[src/rtl/iob_sync_assim_fifo_pkg.sv]
// Shared constants and elaboration helpers for the asymmetric-width FIFO.
// Unit-width/ratio derivations live here so the top and pointer agree.
package iob_sync_assim_fifo_pkg;

  localparam int DEF_W_DATA_W = 32;
  localparam int DEF_R_DATA_W = 8;
  localparam int DEF_ADDR_W   = 6;

  function automatic int clog2(input int v);
    int r;
    r = 0;
    for (int i = 0; i < 32; i++) if ((1 << r) < v) r++;
    return r;
  endfunction

  function automatic int min_w(input int a, input int b);
    return (a < b) ? a : b;
  endfunction

  function automatic int max_w(input int a, input int b);
    return (a > b) ? a : b;
  endfunction

  localparam int MIN_W     = min_w(DEF_W_DATA_W, DEF_R_DATA_W);
  localparam int MAX_W     = max_w(DEF_W_DATA_W, DEF_R_DATA_W);
  localparam int W_RATIO   = DEF_W_DATA_W / MIN_W;
  localparam int R_RATIO   = DEF_R_DATA_W / MIN_W;
  localparam int W_RATIO_L = clog2(W_RATIO);
  localparam int R_RATIO_L = clog2(R_RATIO);

endpackage

[src/rtl/iob_assim_fifo_ptr.sv]
// FIFO address pointer: advances by STEP units per accepted access, wraps
// naturally at 2**ADDR_W.
module iob_assim_fifo_ptr #(
  parameter int ADDR_W = 6,
  parameter int STEP   = 1
) (
  input  logic              clk,
  input  logic              rst_n,
  input  logic              clr_i,
  input  logic              acc_i,
  output logic [ADDR_W-1:0] ptr_o
);

  // STEP may equal the full depth; truncation then gives the correct wrap.
  localparam logic [ADDR_W:0] STEP_W = (ADDR_W+1)'(STEP);

  logic [ADDR_W-1:0] ptr_q, ptr_d;

  always_comb begin
    ptr_d = ptr_q;
    if (clr_i)      ptr_d = '0;
    else if (acc_i) ptr_d = ptr_q + STEP_W[ADDR_W-1:0];
  end

  always_ff @(posedge clk or negedge rst_n) begin
    if (!rst_n) ptr_q <= '0;
    else        ptr_q <= ptr_d;
  end

  assign ptr_o = ptr_q;

endmodule

[src/rtl/iob_sync_assim_fifo.sv]
// Single-clock FIFO with independent write/read widths, stored in min-width units.
// Optional sticky error flags under `define IOB_SYNC_ASSIM_FIFO_ERR_EN.
module iob_sync_assim_fifo
  import iob_sync_assim_fifo_pkg::*;
#(
  parameter int W_DATA_W = 32,
  parameter int R_DATA_W = 8,
  parameter int ADDR_W   = 6
) (
  input  logic                clk,
  input  logic                rst_n,
  input  logic                clr,
  input  logic                w_en,
  input  logic [W_DATA_W-1:0] data_in,
  output logic                full,
  input  logic                r_en,
  output logic [R_DATA_W-1:0] data_out,
  output logic                empty,
`ifdef IOB_SYNC_ASSIM_FIFO_ERR_EN
  output logic                w_overflow,
  output logic                r_underflow,
`endif
  output logic [ADDR_W:0]     level
);

  localparam int UNIT_W = min_w(W_DATA_W, R_DATA_W);
  localparam int WIDE_W = max_w(W_DATA_W, R_DATA_W);
  localparam int W_RAT  = W_DATA_W / UNIT_W;
  localparam int R_RAT  = R_DATA_W / UNIT_W;
  localparam int DEPTH  = 2**ADDR_W;

  localparam logic [ADDR_W:0] W_STEP   = (ADDR_W+1)'(W_RAT);
  localparam logic [ADDR_W:0] R_STEP   = (ADDR_W+1)'(R_RAT);
  localparam logic [ADDR_W:0] FULL_THR = (ADDR_W+1)'(DEPTH - W_RAT);

  if (ADDR_W < clog2(WIDE_W / UNIT_W)) begin : g_bad_depth
    $error("ADDR_W too small for the width ratio");
  end

  logic [ADDR_W-1:0]   wptr, rptr;
  logic [ADDR_W:0]     level_q, level_d;
  logic                wacc, racc;
  logic [UNIT_W-1:0]   mem_q [DEPTH];
  logic [R_DATA_W-1:0] dout_q, rd_word;

  assign full  = (level_q > FULL_THR);
  assign empty = (level_q < R_STEP);
  assign wacc  = w_en && !full && !clr;
  assign racc  = r_en && !empty && !clr;

  iob_assim_fifo_ptr #(.ADDR_W(ADDR_W), .STEP(W_RAT)) u_wptr (
    .clk(clk), .rst_n(rst_n), .clr_i(clr), .acc_i(wacc), .ptr_o(wptr)
  );
  iob_assim_fifo_ptr #(.ADDR_W(ADDR_W), .STEP(R_RAT)) u_rptr (
    .clk(clk), .rst_n(rst_n), .clr_i(clr), .acc_i(racc), .ptr_o(rptr)
  );

  // Storage is deliberately not reset; only pointers/level define validity.
  always_ff @(posedge clk) begin
    if (wacc)
      for (int k = 0; k < W_RAT; k++)
        mem_q[wptr + ADDR_W'(k)] <= data_in[UNIT_W*k +: UNIT_W];
  end

  // Oldest unit lands in the LSBs of the read word.
  always_comb begin
    rd_word = '0;
    for (int k = 0; k < R_RAT; k++)
      rd_word[UNIT_W*k +: UNIT_W] = mem_q[rptr + ADDR_W'(k)];
  end

  always_comb begin
    level_d = level_q;
    if (wacc) level_d = level_d + W_STEP;
    if (racc) level_d = level_d - R_STEP;
    if (clr)  level_d = '0;
  end

  always_ff @(posedge clk or negedge rst_n) begin
    if (!rst_n) begin
      level_q <= '0;
      dout_q  <= '0;
    end else begin
      level_q <= level_d;
      if (racc) dout_q <= rd_word;
    end
  end

  assign level    = level_q;
  assign data_out = dout_q;

`ifdef IOB_SYNC_ASSIM_FIFO_ERR_EN
  logic w_ovf_q, r_unf_q;

  always_ff @(posedge clk or negedge rst_n) begin
    if (!rst_n) begin
      w_ovf_q <= 1'b0;
      r_unf_q <= 1'b0;
    end else if (clr) begin
      w_ovf_q <= 1'b0;
      r_unf_q <= 1'b0;
    end else begin
      if (w_en && full)  w_ovf_q <= 1'b1;
      if (r_en && empty) r_unf_q <= 1'b1;
    end
  end

  assign w_overflow  = w_ovf_q;
  assign r_underflow = r_unf_q;
`endif

endmodule
[config.mk]
export PLATFORM = sky130hd
export DESIGN_NAME = iob_sync_assim_fifo
export DESIGN_NICKNAME = d
export VERILOG_FILES = /design/src/rtl/iob_sync_assim_fifo_pkg.sv /design/src/rtl/iob_assim_fifo_ptr.sv /design/src/rtl/iob_sync_assim_fifo.sv
export SDC_FILE = /design/constraint.sdc
export NUM_CORES = 1
export LEC_CHECK = 0
export ABC_AREA = 1
export ABC_CLOCK_PERIOD_IN_PS = 4400
export BUFFER_PORTS_ARGS = -buffer_cell sky130_fd_sc_hd__buf_4
export CAP_MARGIN = 15
export CORE_MARGIN = 4
export CORE_UTILIZATION = 45
export CTS_BUF_LIST = sky130_fd_sc_hd__clkbuf_4 sky130_fd_sc_hd__clkbuf_8
export DETAILED_ROUTE_END_ITERATION = 7
export PLACE_DENSITY_LB_ADDON = 0.15
export SYNTH_ARGS = -nofsm -noshare
export SYNTH_HDL_FRONTEND = slang
export SYNTH_SLANG_ARGS = --single-unit
[constraint.sdc]
create_clock -name clk -period 4.4 [get_ports clk]
set_input_delay 0.44 -clock clk [delete_from_list [all_inputs] [get_ports clk]]
set_output_delay 0.44 -clock clk [all_outputs]
set_load 0.02 [all_outputs]
==> metrics.md <==
| Metric | Value |
|---|---|
| RSZ-0062 raised after global routing | `false` |
| First-pass GRT wire length | `120 mm` |
| # IOs | `54` |
| Routed vias/inst | `roughly 5.9` |
| Total die area | `around 60,000 sq um` |
| Max Slew Vio Count | `0` |
| Yosys warnings | `0` |
| DRT Wirelength | `83.0 mm` |
| Status | `finished clean` |
| WP data arrival | `roughly 3500 ps` |
| H-tree depth | `3` |
| Post-synthesis register bit count | `537` |
| Gr usage total | `27.1%` |
| Synthesized instance count | `2,599` |
| DIE HEIGHT | `246 um` |
| Number of core rows | `86` |
| CP required | `a little under 5000 ps` |
| Initial antenna violation count | `5` |
| Peak VDD IR | `~0.48 mV` |
| Fin cells | `3,273` |
| Drt pass-1 iters | `7` |
| Overflow after GRT | `0` |
| Fmax | `between 300 and 400 MHz` |
| DRC | `0` |
| Setup_tns | `0 ps` |
| Startpoint Class | `flip-flop` |
| CORE AREA | `roughly 56,000 sq um` |
| Largest net degree at the start of global routing | `between 90 and 100` |
| Setup Crit Path Kind | `flip-flop to flip-flop` |
| Vias | `19,400` |
| Root buffer cell | `clkbuf_8` |
| Detailed placement HPWL | `45.2 mm` |
| TritonCTS buffer count | `91` |
| Critical Path Fanout Max | `32` |
| Initial Util | `45.7%` |
| Routability cong. | `0.909` |
| Port buffer count | `53` |
| Setup Skew | `between 20 and 30 ps` |
| Final Util | `49.5%` |
| Synthesized Nets | `2,640` |
| Placed cells | `3,106` |
| Sequential area share after synthesis | `63.0%` |
| CTS Buffer Depth | `3` |
| Period utilization | `69.5%` |
| Power density over cell area | `482 nW/um^2` |
| Worst skew pair latency | `~700 ps` |
| Die width | `246 um` |
| Finish-stage setup viols | `0` |
| Number of global-route vias before repair | `18,000` |
| Clock sinks | `537` |
| Slew HR | `19.3%` |
| Worst-Margin Slew | `about 1200 ps` |
| Final Hold Fails | `0` |
| NumNets Final | `2,495` |
| DR WL/cell | `25.4 um` |
| Crit path capture type | `flip-flop` |
| Share of layout cells above drive strength 1 | `between 10% and 20%` |
| Most common cell after layout, fill and taps aside | `o21ai_0` |
| Clock transition at the registers of the reported paths | `60 ps` |
| Post-Syn Area | `25,400 sq um` |
| Area Overhead vs Synth | `8.23%` |
| HP Class | `input port to flip-flop` |
| Remaining antenna violation count after routing | `0` |
| CTS tree | `done` |
| Fillcell total | `about 5,100` |
| Max Cap Viol | `0` |
| Post-synth cell types | `35` |
| Highest-count cells in the layout ignoring fill and taps | `539 x o21ai_0, 512 x edfxtp_1, 488 x nand2_1` |
| Average size of a mapped cell | `9.77 sq um` |
| Tmin final | `3060 ps` |
| First DRT Iteration DRCs | `2,327` |
| LEAKAGE | `9.86 nW` |
layer usage:
layer  GRT usage [%]  wire (um)  up-vias
li1                -          -     8712
met1            37.1      32800     9382
met2            42.8      37700     1135
met3            5.88       9240      203
met4            10.2       3370        2
met5               0         13        -
stage by stage:
step	worst slack (ps)	hold WS (ps)	total power [mW]	cell area (sq um)
2_1_floorplan	1970	144	7.88	25400
3_3_place_gp	1500	364	8.93	25700
3_5_place_dp	1370	375	8.98	25700
4_1_cts	1370	101	13.2	27500
5_1_grt	1060	142	13.8	27500
6_report	1340	140	13.2	27500
worst max-delay path, stage by stage (launching register included):
cell and delay, ps:
dfrtp_1 400, inv_1 110, ha_1 180, nand3_1 110, nand3_2 180, nand4_4 220
nor2_4 210, inv_4 140, nor2_2 400, inv_1 480, nand2_1 210, o21ai_0 120
repair_timing:
item                                   CTS  global route
endpoints found under the hold margin   27             0
setup buffers                            0             0
hold buffers                             2             0
gates resized for setup                  0             0
cells in the mapped netlist (all sizes together):
master / number / area, sq um
nor4: 1 / 6.26
nand4: 4 / 40.0
ha: 4 / 50.1
a21boi: 56 / 420
o21ai: 586 / 2940
buf: 75 / 390
nand2: 492 / 1860
inv: 74 / 280
xnor2: 1 / 8.76
nor2: 283 / 1160
nand3: 71 / 385
dfrtp: 25 / 626
o22ai: 66 / 413
nor3: 5 / 25.0
clkbuf: 258 / 975
xor2: 3 / 26.3
a21oi: 80 / 404
edfxtp: 512 / 15400
clkinv: 3 / 11.3
cell type report:
cell class	instances	area [sq um]	area share (%)
inverters	77	298	1.08
repair buffers	95	788	2.87
diodes	2	5.00	0.0182
well taps	748	936	3.41
multi-input cells	1652	7740	28.2
clock buffers	124	1530	5.55
clock inverters	38	180	0.656
flip-flops and latches	537	16000	58.2
registers in the layout, summed over array words and instances, names as in the netlist:
register and flops:
u_rptr.ptr_o 6, data_out 8, level 7, mem_q 512, u_wptr.ptr_o 4
report_power, final:
group | switching, mW | internal (mW)
Clock | 2.09 | 2.24
Combinational | 2.22 | 0.857
Sequential | 0.128 | 5.71
Total | 4.44 | 8.80
worst paths after layout:
check                             from              end  slack (ps)  cells after the start
setup / recovery              level[1]     mem_q[34][5]        1340                     11
hold / removal                    w_en  u_wptr.ptr_o[4]         140                      3
setup reg to reg              level[1]     mem_q[34][5]        1340                     11
hold reg to reg            data_out[5]      data_out[5]         490                      2
max in group asynchronous        rst_n  u_rptr.ptr_o[0]        3900                      2
min in group asynchronous        rst_n         level[5]         200                      2
cells by family after synthesis:
kind of cell	Yosys count	share of synthesized area, %
AOI/OAI and AO/OA	788	16.4
buffers and inverters	410	6.52
xor gates and xnor gates	4	0.138
and+or+nand+nor	856	13.7
DFF	537	63.0
adders and majority gates	4	0.197
Power figures use the tool's default switching activity.
